### config.mk
export PLATFORM = sky130hd
export DESIGN_NAME = program_sequencer
export DESIGN_NICKNAME = d
export VERILOG_FILES = /design/src/rtl/program_sequencer.sv
export SDC_FILE = /design/constraint.sdc
export NUM_CORES = 1
export LEC_CHECK = 0
export BUFFER_PORTS_ARGS = -buffer_cell sky130_fd_sc_hd__buf_2
export CAP_MARGIN = 20
export CORE_MARGIN = 2
export CORE_UTILIZATION = 25
export DETAILED_ROUTE_END_ITERATION = 6
export SYNTH_ARGS = -nofsm -noshare
export SYNTH_HDL_FRONTEND = slang
export SYNTH_SLANG_ARGS = --single-unit
export TNS_END_PERCENT = 50
### constraint.sdc
create_clock -name clk -period 3.5 [get_ports clk]
set_input_delay 0.7 -clock clk [delete_from_list [all_inputs] [get_ports clk]]
set_output_delay 0.7 -clock clk [all_outputs]
set_load 0.02 [all_outputs]
### src/rtl/program_sequencer.sv
`default_nettype none
// ============================================================================
// Module   : program_sequencer
// Purpose  : Instruction-fetch address generator for the 8-bit core. Produces
//            the program memory address, tracks the address of the
//            instruction held in IR, steers fetch on JUMP / CONDITIONAL_JUMP,
//            and provides a halt / single-step / breakpoint debug controller
//            plus a count of executed instructions.
// Ports    :
//   clk          in   system clock, rising edge
//   reset_n      in   asynchronous active-low reset
//   sync_reset   in   synchronous functional reset (active high)
//   jmp          in   unconditional jump in IR
//   jmp_nz       in   conditional jump in IR
//   ir_nibble    in   [3:0] jump target page
//   dont_jmp     in   ALU zero flag, suppresses a conditional jump
//   halt_req     in   debug halt request (pulse)
//   step_req     in   debug single-step request (pulse)
//   resume_req   in   debug resume request (pulse)
//   bp_en        in   breakpoint enable
//   bp_addr      in   [7:0] breakpoint fetch address
//   cnt_clr      in   synchronous clear of instr_count
//   pm_addr      out  [7:0] program memory address (combinational)
//   pc           out  [7:0] address of instruction currently in IR
//   stall        out  suppress effects of the current IR
//   halted       out  debug controller is halted
//   instr_count  out  [15:0] executed instruction count
// Revision : 1.0  initial release
// ============================================================================
module program_sequencer #(
    parameter logic [7:0] RESET_ADDR = 8'h00
) (
    input  logic        clk,
    input  logic        reset_n,
    input  logic        sync_reset,
    input  logic        jmp,
    input  logic        jmp_nz,
    input  logic [3:0]  ir_nibble,
    input  logic        dont_jmp,
    input  logic        halt_req,
    input  logic        step_req,
    input  logic        resume_req,
    input  logic        bp_en,
    input  logic [7:0]  bp_addr,
    input  logic        cnt_clr,
    output logic [7:0]  pm_addr,
    output logic [7:0]  pc,
    output logic        stall,
    output logic        halted,
    output logic [15:0] instr_count
);

    typedef enum logic [1:0] {
        ST_RUN    = 2'd0,
        ST_HALTED = 2'd1,
        ST_STEP   = 2'd2
    } state_t;

    state_t      state_q;
    logic        halted_q;
    logic        boot_q;
    logic [7:0]  pc_q;
    logic [7:0]  pc_d;
    logic [15:0] cnt_q;
    logic [15:0] cnt_d;

    logic        w_exec;
    logic        w_taken;
    logic        w_bp_hit;
    logic [7:0]  w_target;
    logic [7:0]  w_pc_inc;

    assign w_exec   = (state_q != ST_HALTED) && !sync_reset;
    assign w_taken  = w_exec && (jmp || (jmp_nz && !dont_jmp));
    assign w_target = {ir_nibble, 4'h0};
    assign w_pc_inc = pc_q + 8'd1;

    // Fetch address mux. boot_q is low only for the first cycle after
    // reset_n is released: IR is not yet loaded, so the reset address is
    // presented again and pc picks it up on the first edge.
    always_comb begin
        pc_d = w_pc_inc;
        if (!reset_n) begin
            pc_d = RESET_ADDR;
        end else if (sync_reset) begin
            pc_d = RESET_ADDR;
        end else if (!boot_q) begin
            pc_d = RESET_ADDR;
        end else if (state_q == ST_HALTED) begin
            pc_d = pc_q;
        end else if (w_taken) begin
            pc_d = w_target;
        end
    end

    assign pm_addr  = pc_d;
    assign w_bp_hit = bp_en && (pc_d == bp_addr);

    always_ff @(posedge clk or negedge reset_n) begin
        if (!reset_n) begin
            pc_q   <= RESET_ADDR;
            boot_q <= 1'b0;
        end else begin
            pc_q   <= pc_d;
            boot_q <= 1'b1;
        end
    end

    // Debug FSM. halted_q mirrors the next state so stall/halted come
    // straight from a flop.
    always_ff @(posedge clk or negedge reset_n) begin
        if (!reset_n) begin
            state_q  <= ST_RUN;
            halted_q <= 1'b0;
        end else if (sync_reset) begin
            state_q  <= ST_RUN;
            halted_q <= 1'b0;
        end else begin
            case (state_q)
                ST_RUN: begin
                    if (halt_req || w_bp_hit) begin
                        state_q  <= ST_HALTED;
                        halted_q <= 1'b1;
                    end
                end
                ST_HALTED: begin
                    // Resume takes precedence over a simultaneous step.
                    if (resume_req) begin
                        state_q  <= ST_RUN;
                        halted_q <= 1'b0;
                    end else if (step_req) begin
                        state_q  <= ST_STEP;
                        halted_q <= 1'b0;
                    end
                end
                ST_STEP: begin
                    // Exactly one instruction executes; breakpoints ignored.
                    state_q  <= ST_HALTED;
                    halted_q <= 1'b1;
                end
                default: begin
                    state_q  <= ST_RUN;
                    halted_q <= 1'b0;
                end
            endcase
        end
    end

    // Executed-instruction counter; survives sync_reset.
    always_comb begin
        cnt_d = cnt_q;
        if (cnt_clr) begin
            cnt_d = 16'h0000;
        end else if (w_exec) begin
            cnt_d = cnt_q + 16'd1;
        end
    end

    always_ff @(posedge clk or negedge reset_n) begin
        if (!reset_n) begin
            cnt_q <= 16'h0000;
        end else begin
            cnt_q <= cnt_d;
        end
    end

    assign pc          = pc_q;
    assign stall       = halted_q;
    assign halted      = halted_q;
    assign instr_count = cnt_q;

endmodule
`default_nettype wire

Word-level counts from Yosys, hierarchy flattened --
Cells that the tools add are included.
Word-level totals: input bits 23, register bits 28
Operators by class: $add $sub $neg 2, reduce and logical (&&, ||, !) cells 11, equal/unequal tests 6, multiplexer cells 17
Operators with widths (number):
- $mux W8 | 5
- $mux W16 | 2
- $add A16 B1 Y16 const B | 1
- $add A8 B1 Y8 const B | 1
- $eq A8 B8 Y1 | 1
- $mux W2 | 4
- $pmux W2 S3 | 1
- $logic_and A1 B1 Y1 | 4
- $mux W1 | 4
- $ne A4 B4 Y1 const B | 1
- $ne A3 B3 Y1 const B | 1
- $pmux W1 S3 | 1
- $eq A2 B1 Y1 const B | 1
- $eq A2 B2 Y1 const B | 1
- $logic_not A1 Y1 | 2
- $logic_not A2 Y1 | 1
- $logic_or A1 B1 Y1 | 2
- $ne A2 B1 Y1 const B | 1
- $reduce_and A2 Y1 | 1
- $reduce_bool A2 Y1 | 1

Depth between registers and ports, before layout --
Gate-level depths: netlist of run 1.
word-level depth 15, depth in mapped cells 8, mapped depth without buffers 8

Least setup slack after synthesis of run 1 --
No wires, ideal clock.
path type input port to output port, from input port dont_jmp, to output port pm_addr[6], arrival 1.976 ns, cell stages on the path 7, path slack 0.824 ns, data required time 2.800 ns, cells stage by stage nand2b_1 > a211oi_4 > buf_2 > a21oi_1 > nor2_1 > a21oi_1 > nor2_1
Between the ends: word-level cells in the longest chain between the ends 9
Ends and longest elaborated chain:
- from (decl) | line 39 | input logic dont_jmp,
- $logic_not A1 Y1 | line 74 | assign w_taken = w_exec && (jmp || (jmp_nz && !dont_jmp));
- $logic_and A1 B1 Y1 | line 74
- $logic_or A1 B1 Y1 | line 74
- $logic_and A1 B1 Y1 | line 74
- $mux W8 | line 91 | end else if (w_taken) begin
- $mux W8 | line 89 | end else if (state_q == ST_HALTED) begin
- $mux W8 | line 87 | end else if (!boot_q) begin
- $mux W8 | line 85 | end else if (sync_reset) begin
- $mux W8 | line 83 | if (!reset_n) begin
- to (decl) | line 46 | output logic [7:0] pm_addr,
Every way passes these cells.

==> summary.md, run 1 <==
| Metric | Value |
|---|---|
| CP Depth | 7 |
| RSZ-0062 raised after global routing | false |
| Routability congestion estimate | 0.9166 |
| Top cell type's share of synthesized area | 38.19% |
| Tmin final | 3001 ps |
| Delay-heaviest family, CP | simple AND/OR/NAND/NOR gates |
| Post-cts hold buffer count | 0 |
| Fin crit share | 85.74% |
| Row count | 30 |
| H-tree levels | 1 |
| Vias | 1695 |
| Finished Cell Area | 2172 um2 |
| CTS tree | yes |
| Worst R2R End | halted$_DFFE_PN0P_ |
| Pwr Density | 287.2 nW/um2 |
| Reg2Reg Launch Point | halted$_DFFE_PN0P_ |
| Num CTS Buffers | 3 |
| Seq/Total Area, Yosys | 38.19% |
| Die area | 7766 um2 |
| CP peak stage delay | 500 ps |
| Critical-path cell list | nor2b_4 > a211o_1 > nand2_1 > o21ai_1 > a22oi_1 > nor2_1 > buf_2 |
| Overall routing resource usage | 13.17% |
| Maximum root-to-sink buffer count | 2 |
| # DRC | 0 |
| Syn Nets | 227 |
| Critical Path AT | 2300 ps |
| Initial core utilization | 25.90% |
| Commonest non-fill, non-tap cell in the layout | buf_2 |
| Number of synthesized flops with an enable pin | 0 |
| WHS | 246.9 ps |
| Synth unique cells | 49 |
| Fraction of registers with async set/reset | 100.0% |
| Reg clk slew, reported paths | 100 ps |
| Average wire per standard cell | 14.08 um |
| Reg2reg setup slack | 1100 ps |
| CTS root buffer | clkbuf_8 |
| Remaining Overflow, GRT | 0 |
| Routed Wire Length | 4.927 mm |
| Maximum vdd drop | 0.1393 mV |
| Critical Path End Type | output port |
| I/O Pins | 57 |
| Worst slew margin | 65.85% |
| Synth top area cells | dfrtp_1 (38%), xor2_1 (6.4%), nor2_1 (5.9%) |
| Status | finished, final reports clean |
| Synth area leader | dfrtp_1 |
| Largest net degree at the start of global routing | 25 |
| First-pass GRT wire length | 7.955 mm |
| Initial antenna violation count | 0 |
| Final core utilization | 31.79% |
| Setup CP Type | reg -> out |
| Via density | 4.843 |
| #FFs+latches synth | 27 |
| Port bufs | 56 |
| Critical-path maximum fanout | 16 |
| DRT iter0 DRCs | 46 |
| Top_reg_cell synth | dfrtp_1 |
| Layout cells sized above 1 | 28.74% |
| Non-Filler Instances | 350 |
| Lkg Pwr | 1.022 nW |
| Dpl cells | 346 |
| Setup crit start | halted$_DFFE_PN0P_ |
| Setup TNS Final | 0 ps |
| Crit path buf inv count | 1 |
| # resized after CTS | 0 |
| Hpwl dp | 3.745 mm |
| Final Skew | 3.440 ps |
| Crit path max-delay cell type | nor2b_4 |
| Final Net Count | 280 |
| Worst Path Required | 2800 ps |
| Worst Reg-to-Reg Cells | 8 |
| Die W | 88.13 um |
| Synth Instances | 202 |
| Worst Hold Class | in -> async |
| ANT cells | 0 |
| 1st-pass router iterations | 4 |
| Worst skew pair latency | 280 ps |
| Clock sinks | 27 |
| Dpl cell area | 2123 um2 |
| Die H | 88.13 um |
| Setup Fix Bufs, Post-CTS | 0 |
| Slew Viols, Final | 0 |
| Synth warn | 0 |
| Avg Inst Size Synth | 8.758 um2 |
| Antenna-violating nets left | 0 |
| CP endpoint | pm_addr[5] |
| Startpoint Class | flop |
| Vias in the first global route | 1555 |
| Commonest non-fill, non-tap cells in the layout | buf_2 (56), nor2_1 (28), dfrtp_1 (27) |
| Max_cap viols | 0 |
| Fmax | 333.2 MHz |
| Worst Max-Slew Pin Slew | 510.6 ps |
| Total core area | 6832 um2 |
| Syn Std Cell Area | 1769 um2 |
| Final setup violation count | 0 |
| Area grow syn2layout | 22.77% |
| Final hold vios | 0 |
how the worst min path moves through the flow:
stage                     cells past startpoint                          end                   startpoint  slack [ps]
final                                         1           halted$_DFFE_PN0P_                      reset_n         250
after floorplan                               0             boot_q$_DFF_PN0_                      reset_n         400
after global routing                          1       state_q[1]$_DFFE_PN0P_                      reset_n         240
after global placement                        2  instr_count[15]$_DFFE_PN0P_  instr_count[15]$_DFFE_PN0P_         520
after CTS                                     1       state_q[1]$_DFFE_PN0P_                      reset_n         240
after detailed placement                      2  instr_count[15]$_DFFE_PN0P_  instr_count[15]$_DFFE_PN0P_         540
layer usage:
metal	GRT usage [%]	vias to the layer above	wire length, um
met5	0	-	0
met4	2.479	0	41
met3	2.451	4	288
met2	21.35	55	2357
met1	18.51	822	2239
li1	-	814	-
synthesized netlist by cell type (6+ instances only):
master,n
nand4_1,9
nand2_1,22
nand3_1,10
nor2_1,28
xnor2_1,7
a21oi_1,7
o21ai_1,6
dfrtp_1,27
xor2_1,13
nor3_1,6
state kept, by name, indices dropped and copies added (netlist names):
name and flops:
state_q 1, instr_count 16, halted 1, boot_q 1, pc 8
cell type report:
type / count / area, um2
clock inverter: 1 / 7.507
timing repair buffer: 58 / 295.3
sequential: 27 / 675.6
multi-input combinational: 159 / 1005
inverter: 6 / 27.53
clock buffer: 3 / 41.29
fill: 764 / 4659
tap: 96 / 120.1
logic make-up after synthesis:
family	share of synthesized area [%]
compound gates	13.86
flops	38.19
mux	1.132
simple gates	30.27
fa+ha+maj	1.414
buf+inv	5.021
xor+xnor	9.901
other cells	0.2120
metrics by stage:
stage	total power, mW	setup WS [ps]
after floorplan	0.4005	824.1
after global placement	0.4404	642.2
after detailed placement	0.4416	597.9
after CTS	0.6372	490.2
after global routing	0.6614	331.9
final	0.6239	499.1
report_power, final:
| group | switching, mW | total, mW | internal [mW] |
|---|---|---|---|
| registers | 0.00856 | 0.326 | 0.317 |
| clock network | 0.108 | 0.189 | 0.0810 |
| logic | 0.0698 | 0.109 | 0.0391 |
| total | 0.187 | 0.624 | 0.437 |
Note: power is estimated with default switching activity, not from simulation.
==> inputs of run 2 (changes only) <==
--- a/config.mk
+++ b/config.mk
@@ -7,7 +7,7 @@
 export LEC_CHECK = 0
 export BUFFER_PORTS_ARGS = -buffer_cell sky130_fd_sc_hd__buf_2
 export CAP_MARGIN = 20
-export CORE_MARGIN = 2
+export CORE_MARGIN = 3
 export CORE_UTILIZATION = 25
 export DETAILED_ROUTE_END_ITERATION = 6
 export SYNTH_ARGS = -nofsm -noshare
==> run 2 against run 1 <==
Against the previous run:
- design area unchanged
- flip-flop and latch count unchanged
- hold slack worse by 10 ps
- largest power group unchanged
- sequential share of layout area stayed put
- die area is 4.6% higher
- total power up 0.12%
- worst setup slack got worse by 33 ps
- via count fell by 0.59%
- sequential power hardly changed
- register-to-register slack lost 30 ps
- highest routed layer unchanged
- combinational power about the same
==> summary.md, run 2 (synthesis gave the netlist of run 1 again) <==
| Metric | Value |
|---|---|
| Status | finished, final reports clean (unchanged) |
| Average wire per standard cell | 13.97 um (was 14.08 um) |
| Die area | 8123 um2 (was 7766 um2) |
| Setup crit start | halted$_DFFE_PN0P_ (unchanged) |
| DRT iter0 DRCs | 59 (was 46) |
| Worst Max-Slew Pin Slew | 500.2 ps (was 510.6 ps) |
| Worst Hold Class | in -> async (unchanged) |
| Vias in the first global route | 1661 (was 1555) |
| RSZ-0062 raised after global routing | false (unchanged) |
| Routability congestion estimate | 0.8631 (was 0.9166) |
| Worst Path Required | 2800 ps (about the same) |
| Reg2reg setup slack | 1070 ps (was 1100 ps) |
| Clock sinks | 27 (unchanged) |
| CTS tree | yes (unchanged) |
| Flop pwr share | 52.1% (was 52.2%) |
| Antenna-violating nets left | 0 (unchanged) |
| Commonest non-fill, non-tap cell in the layout | buf_2 (unchanged) |
| Worst R2R End | halted$_DFFE_PN0P_ (unchanged) |
| Logic pwr share | 17.2% (was 17.5%) |
| Final setup violation count | 0 (unchanged) |
| Final Skew | 4.687 ps (was 3.440 ps) |
| H-tree levels | 1 (unchanged) |
| Dpl cells | 346 (unchanged) |
| Area grow syn2layout | 22.77% (unchanged) |
| Slew Viols, Final | 0 (unchanged) |
| Lkg Pwr | 1.022 nW (unchanged) |
| Remaining Overflow, GRT | 0 (unchanged) |
| Critical Path End Type | output port (unchanged) |
| Final hold vios | 0 (unchanged) |
| Vias | 1685 (was 1695) |
| Worst skew pair latency | 280 ps (about the same) |
| Non-Filler Instances | 350 (unchanged) |
| Port bufs | 56 (unchanged) |
| I/O Pins | 57 (unchanged) |
| CTS root buffer | clkbuf_8 (unchanged) |
| Max_cap viols | 0 (unchanged) |
| Largest net degree at the start of global routing | 25 (unchanged) |
| Row count | 30 (unchanged) |
| Critical Path AT | 2330 ps (was 2300 ps) |
| Layout cells sized above 1 | 28.74% (unchanged) |
| Worst slew margin | 66.58% (was 65.85%) |
| Pwr Density | 287.6 nW/um2 (was 287.2 nW/um2) |
| First-pass GRT wire length | 8.542 mm (was 7.955 mm) |
| Number of flip-flops under the largest register name | 16 (unchanged) |
| 1st-pass router iterations | 4 (unchanged) |
| ANT cells | 0 (unchanged) |
| Startpoint Class | flop (unchanged) |
| Num CTS Buffers | 3 (unchanged) |
| Fmax | 329.7 MHz (was 333.2 MHz) |
| Fin crit share | 86.67% (was 85.74%) |
| Via density | 4.814 (was 4.843) |
| Total core area | 6832 um2 (unchanged) |
| CP endpoint | pm_addr[5] (unchanged) |
| Final core utilization | 31.79% (unchanged) |
| Reg2Reg Launch Point | halted$_DFFE_PN0P_ (unchanged) |
| Die W | 90.13 um (was 88.13 um) |
| Critical-path maximum fanout | 16 (unchanged) |
| Clock power share | 30.6% (was 30.4%) |
| Setup TNS Final | 0 ps (unchanged) |
| Die H | 90.13 um (was 88.13 um) |
| Setup Fix Bufs, Post-CTS | 0 (unchanged) |
| Switching part of the total power | 30.01% (was 29.93%) |
| # resized after CTS | 0 (unchanged) |
| Post-cts hold buffer count | 0 (unchanged) |
| Tmin final | 3033 ps (was 3001 ps) |
| Internal power | 437.2 uW (about the same) |
| Reg clk slew, reported paths | 100 ps (about the same) |
| Overall routing resource usage | 12.78% (was 13.17%) |
| Initial antenna violation count | 0 (unchanged) |
| Maximum vdd drop | 0.1161 mV (was 0.1393 mV) |
| Worst Reg-to-Reg Cells | 8 (unchanged) |
| Initial core utilization | 25.90% (unchanged) |
| Setup CP Type | reg -> out (unchanged) |
| # DRC | 0 (unchanged) |
| Final Net Count | 280 (unchanged) |
| Routed Wire Length | 4.889 mm (was 4.927 mm) |
| Maximum root-to-sink buffer count | 2 (unchanged) |
| Sw Pwr | 187.4 uW (was 186.7 uW) |
| Hpwl dp | 3.810 mm (was 3.745 mm) |
| Commonest non-fill, non-tap cells in the layout | buf_2 (56), nor2_1 (28), dfrtp_1 (27) (unchanged) |
[run 2: power groups by stage]
stage,clock network (mW),registers (mW),logic (mW)
2_1_floorplan,0,0.336,0.0649
3_3_place_gp,0,0.332,0.108
3_5_place_dp,0,0.332,0.108
4_1_cts,0.198,0.326,0.109
5_1_grt,0.214,0.327,0.120
6_report,0.191,0.326,0.108
[run 2: how the worst min path moves through the flow]
stage | start | endpoint | slack [ps] | cells past startpoint
after CTS | reset_n | boot_q$_DFF_PN0_ | 240 | 1
after global placement | instr_count[15]$_DFFE_PN0P_ | instr_count[15]$_DFFE_PN0P_ | 520 | 2
after detailed placement | instr_count[15]$_DFFE_PN0P_ | instr_count[15]$_DFFE_PN0P_ | 540 | 2
after floorplan | reset_n | boot_q$_DFF_PN0_ | 400 | 0
after global routing | reset_n | halted$_DFFE_PN0P_ | 240 | 1
final | reset_n | boot_q$_DFF_PN0_ | 240 | 1
[run 2: through the flow]
step,power (mW),setup slack (ps),cell area (um2),hold WS [ps]
after CTS,0.6319,488.7,2172,238.6
after detailed placement,0.4402,679.6,2123,536.1
after floorplan,0.4005,824.1,1769,404.4
final,0.6246,466.5,2172,236.7
after global placement,0.4396,700.2,2123,517.4
after global routing,0.6611,258.8,2172,237.9
[run 2: cell type report]
type                            count  area [um2]
Clock buffer                        3       41.29
Inverter                            6       27.53
Multi-Input combinational cell    159        1005
Tap cell                           96       120.1
Fill cell                         768        4659
Timing Repair Buffer               58       295.3
Clock inverter                      1       7.507
Sequential cell                    27       675.6
[run 2: critical path, stage by stage (launching register included)]
cell and delay (ps):
dfrtp_1 460, nor2b_4 500, a211o_1 360, nand2_1 130, o21ai_1 200, a22oi_1 90
nor2_1 130, buf_2 180
[run 2: layer usage]
metal  GRT usage (%)  share of wire, %  wire length (um)
met3           3.096               5.8               282
met5               0                 0                 0
met2           20.10                46              2235
met1           17.71                47              2303
met4           2.934               1.4                68
==> inputs of run 3 (changes only) <==
--- a/config.mk
+++ b/config.mk
@@ -5,10 +5,12 @@
 export SDC_FILE = /design/constraint.sdc
 export NUM_CORES = 1
 export LEC_CHECK = 0
+export ABC_AREA = 1
 export BUFFER_PORTS_ARGS = -buffer_cell sky130_fd_sc_hd__buf_2
 export CAP_MARGIN = 20
 export CORE_MARGIN = 3
 export CORE_UTILIZATION = 25
+export CTS_CLUSTER_SIZE = 24
 export DETAILED_ROUTE_END_ITERATION = 6
 export SYNTH_ARGS = -nofsm -noshare
 export SYNTH_HDL_FRONTEND = slang
==> run 3 against run 2 <==
Against the previous run:
- via count grew 5.9%
- sequential power is essentially flat
- die area shrank 1.5%
- fmax grew 17%
- critical path type unchanged
- clock skew grew 2.9 ps
- hold slack gained 230 ps
- total power grew 1.1%
- first-iteration DRC count grew 140%
- design area shrank 0.98%
- clock-buffer cell count is the same
==> summary.md, run 3 <==
| Metric | Value |
|---|---|
| Routability congestion estimate | 0.8728 (was 0.8631) |
| Fmax | 386.7 MHz (was 329.7 MHz) |
| Area grow syn2layout | 23.58% (was 22.77%) |
| Maximum vdd drop | 0.2048 mV (was 0.1161 mV) |
| DRT iter0 DRCs | 140 (was 59) |
| 1st-pass router iterations | 4 (unchanged) |
| Top cell type's share of synthesized area | 38.82% (was 38.19%) |
| Final hold vios | 0 (unchanged) |
| Initial core utilization | 26.65% (was 25.90%) |
| Worst Reg-to-Reg Cells | 13 (was 8) |
| Critical Path End Type | output port (unchanged) |
| Most common cell in the netlist | nand2_1 (was nor2_1) |
| Synth cell count leaders | nand2_1 (54), inv_1 (47), dfrtp_1 (27), nor2_1 (25), nand3_1 (15) (was nor2_1 (28), dfrtp_1 (27), nand2_1 (22), xor2_1 (13), nand3_1 (10)) |
| Overall routing resource usage | 11.86% (was 12.78%) |
| Pwr Density | 293.6 nW/um2 (was 287.6 nW/um2) |
| Worst Hold Class | in -> async (unchanged) |
| Lkg Pwr | 1.210 nW (was 1.022 nW) |
| # resized after CTS | 0 (unchanged) |
| CTS root buffer | clkbuf_8 (unchanged) |
| Initial antenna violation count | 0 (unchanged) |
| Syn Nets | 274 (was 227) |
| Startpoint Class | flop (unchanged) |
| Number of flip-flops under the largest register name | 16 (unchanged) |
| Status | finished, final reports clean (unchanged) |
| Synth area leader | dfrtp_1 (unchanged) |
| Total core area | 6531 um2 (was 6832 um2) |
| Tmin final | 2586 ps (was 3033 ps) |
| Setup CP Type | reg -> out (unchanged) |
| I/O Pins | 57 (unchanged) |
| Max_cap viols | 0 (unchanged) |
| Flop pwr share | 51.8% (was 52.1%) |
| Non-Filler Instances | 384 (was 350) |
| Average wire per standard cell | 12.20 um (was 13.97 um) |
| Logic pwr share | 18.5% (was 17.2%) |
| Commonest non-fill, non-tap cells in the layout | buf_2 (56), nand2_1 (54), inv_1 (47) (was buf_2 (56), nor2_1 (28), dfrtp_1 (27)) |
| Die W | 89.44 um (was 90.13 um) |
| Fin crit share | 73.88% (was 86.67%) |
| Setup Fix Bufs, Post-CTS | 0 (unchanged) |
| Top cell by count, worst path | nand2_1 |
| Sw Pwr | 194.0 uW (was 187.4 uW) |
| Number of synthesized flops with an enable pin | 0 (unchanged) |
| Crit path max-delay cell type | dfrtp_1 (was nor2b_4) |
| Dpl cells | 380 (was 346) |
| Slew Viols, Final | 0 (unchanged) |
| Remaining Overflow, GRT | 0 (unchanged) |
| Seq/Total Area, Yosys | 38.82% (was 38.19%) |
| Delay-heaviest family, CP | simple AND/OR/NAND/NOR gates (unchanged) |
| CP peak stage delay | 480 ps (was 500 ps) |
| Antenna-violating nets left | 0 (unchanged) |
| Worst skew pair latency | 280 ps (about the same) |
| Synth top area cells | dfrtp_1 (39%), nand2_1 (12%), inv_1 (10%) (was dfrtp_1 (38%), xor2_1 (6.4%), nor2_1 (5.9%)) |
| Maximum root-to-sink buffer count | 2 (unchanged) |
| Clock sinks | 27 (unchanged) |
| Num CTS Buffers | 3 (unchanged) |
| Post-cts hold buffer count | 0 (unchanged) |
| RSZ-0062 raised after global routing | false (unchanged) |
| Setup ws final | 914.2 ps (was 466.5 ps) |
| First-pass GRT wire length | 7.389 mm (was 8.542 mm) |
| Critical-path maximum fanout | 14 (was 16) |
| Worst Max-Slew Pin Slew | 643.5 ps (was 500.2 ps) |
| H-tree levels | 1 (unchanged) |
| Critical Path AT | 1890 ps (was 2330 ps) |
| Internal power | 437.5 uW (was 437.2 uW) |
| Synth unique cells | 33 (was 49) |
| Final setup violation count | 0 (unchanged) |
| Critical-path cell list | nand2_2 > nand2_4 > nor2_4 > a21oi_1 > nand2_1 > nand2_1 > inv_1 > buf_2 (was nor2b_4 > a211o_1 > nand2_1 > o21ai_1 > a22oi_1 > nor2_1 > buf_2) |
| Reg clk slew, reported paths | 100 ps (about the same) |
| CP Depth | 8 (was 7) |
| Die area | 7999 um2 (was 8123 um2) |
| Worst Path Required | 2800 ps (about the same) |
| Top_reg_cell synth | dfrtp_1 (unchanged) |
| Vias | 1785 (was 1685) |
| Worst slew margin | 56.71% (was 66.58%) |
| Layout cells sized above 1 | 26.06% (was 28.74%) |
| Final core utilization | 32.93% (was 31.79%) |
| # DRC | 0 (unchanged) |
| Clock power share | 29.7% (was 30.6%) |
| Fraction of registers with async set/reset | 100.0% (unchanged) |
| Switching part of the total power | 30.72% (was 30.01%) |
| CTS tree | yes (unchanged) |
| #FFs+latches synth | 27 (unchanged) |
| Largest net degree at the start of global routing | 28 (was 25) |
| Crit path buf inv count | 2 (was 1) |
| Avg Inst Size Synth | 6.990 um2 (was 8.758 um2) |
| Commonest non-fill, non-tap cell in the layout | buf_2 (unchanged) |
| Die H | 89.44 um (was 90.13 um) |
| Hpwl dp | 3.758 mm (was 3.810 mm) |
| ANT cells | 0 (unchanged) |
| Final Skew | 7.568 ps (was 4.687 ps) |
| Syn Std Cell Area | 1740 um2 (was 1769 um2) |
| Vias in the first global route | 1529 (was 1661) |
| Final Net Count | 333 (was 280) |
| Setup WS pre-CTS | 1060 ps (was 679.6 ps) |
| Routed Wire Length | 4.685 mm (was 4.889 mm) |
| WHS | 470.4 ps (was 236.7 ps) |
| Setup TNS Final | 0 ps (unchanged) |
| Synth warn | 0 (unchanged) |
| Via density | 4.648 (was 4.814) |
| Row count | 29 (was 30) |
| Port bufs | 56 (unchanged) |
| Synth Instances | 249 (was 202) |
[run 3: cell types whose count changed after synthesis, moves of 7 or more]
cell / before / now
inv_1: 5 / 47
nand2_1: 22 / 54
xor2_1: 13 / 1
xnor2_1: 7 / 0
[run 3: logic make-up (layout without fill, tap and decap cells)]
| family | count (synthesis) | after routing | share of synthesized area [%] |
|---|---|---|---|
| and+or+nand+nor | 130 | 130 | 35.59 |
| DFF | 27 | 27 | 38.82 |
| buffers and inverters | 54 | 112 | 12.44 |
| other | 1 | 1 | 0.2155 |
| AOI/OAI and AO/OA | 34 | 34 | 11.00 |
| xor gates and xnor gates | 1 | 1 | 0.5033 |
| adders and majority gates | 2 | 2 | 1.438 |
[run 3: final cells by class]
class,instances,area [um2]
clock inverters,1,7.507
flip-flops and latches,27,675.6
well taps,77,96.34
inverters,51,193.9
fillers,698,4380
repair buffers,57,287.8
multi-input cells,168,848.3
clock buffers,3,41.29
[run 3: through the flow]
stage	area (um2)	total power, mW
6_report	2151	0.6315
4_1_cts	2151	0.6402
2_1_floorplan	1740	0.4080
3_5_place_dp	2102	0.4512
5_1_grt	2151	0.6680
3_3_place_gp	2102	0.4501
[run 3: path summary, 6_finish.rpt]
check | start | to | slack, ps
max | halted$_DFFE_PN0P_ | pm_addr[5] | 910
min reg2reg | instr_count[10]$_DFFE_PN0P_ | instr_count[10]$_DFFE_PN0P_ | 530
min in group clk | instr_count[10]$_DFFE_PN0P_ | instr_count[10]$_DFFE_PN0P_ | 530
max reg2reg | halted$_DFFE_PN0P_ | state_q[1]$_DFFE_PN0P_ | 1490
min | reset_n | instr_count[9]$_DFFE_PN0P_ | 470
max in group asynchronous | reset_n | pc[2]$_DFF_PN0_ | 2760
[run 3: layer usage]
| layer | share of wire (%) | global-route usage (%) | wire (um) | vias up |
|---|---|---|---|---|
| li1 | - | - | - | 911 |
| met1 | 46 | 16.10 | 2144 | 814 |
| met2 | 48 | 19.62 | 2234 | 52 |
| met3 | 4.6 | 1.382 | 216 | 8 |
| met4 | 1.9 | 3.789 | 89 | 0 |
| met5 | 0 | 0 | 0 | - |
[run 3: power groups by stage]
stage          clock, mW  sequential (mW)  combinational [mW]
2_1_floorplan          0            0.339              0.0690
3_3_place_gp           0            0.333               0.117
3_5_place_dp           0            0.333               0.118
4_1_cts            0.194            0.327               0.119
5_1_grt            0.207            0.328               0.132
6_report           0.188            0.327               0.117
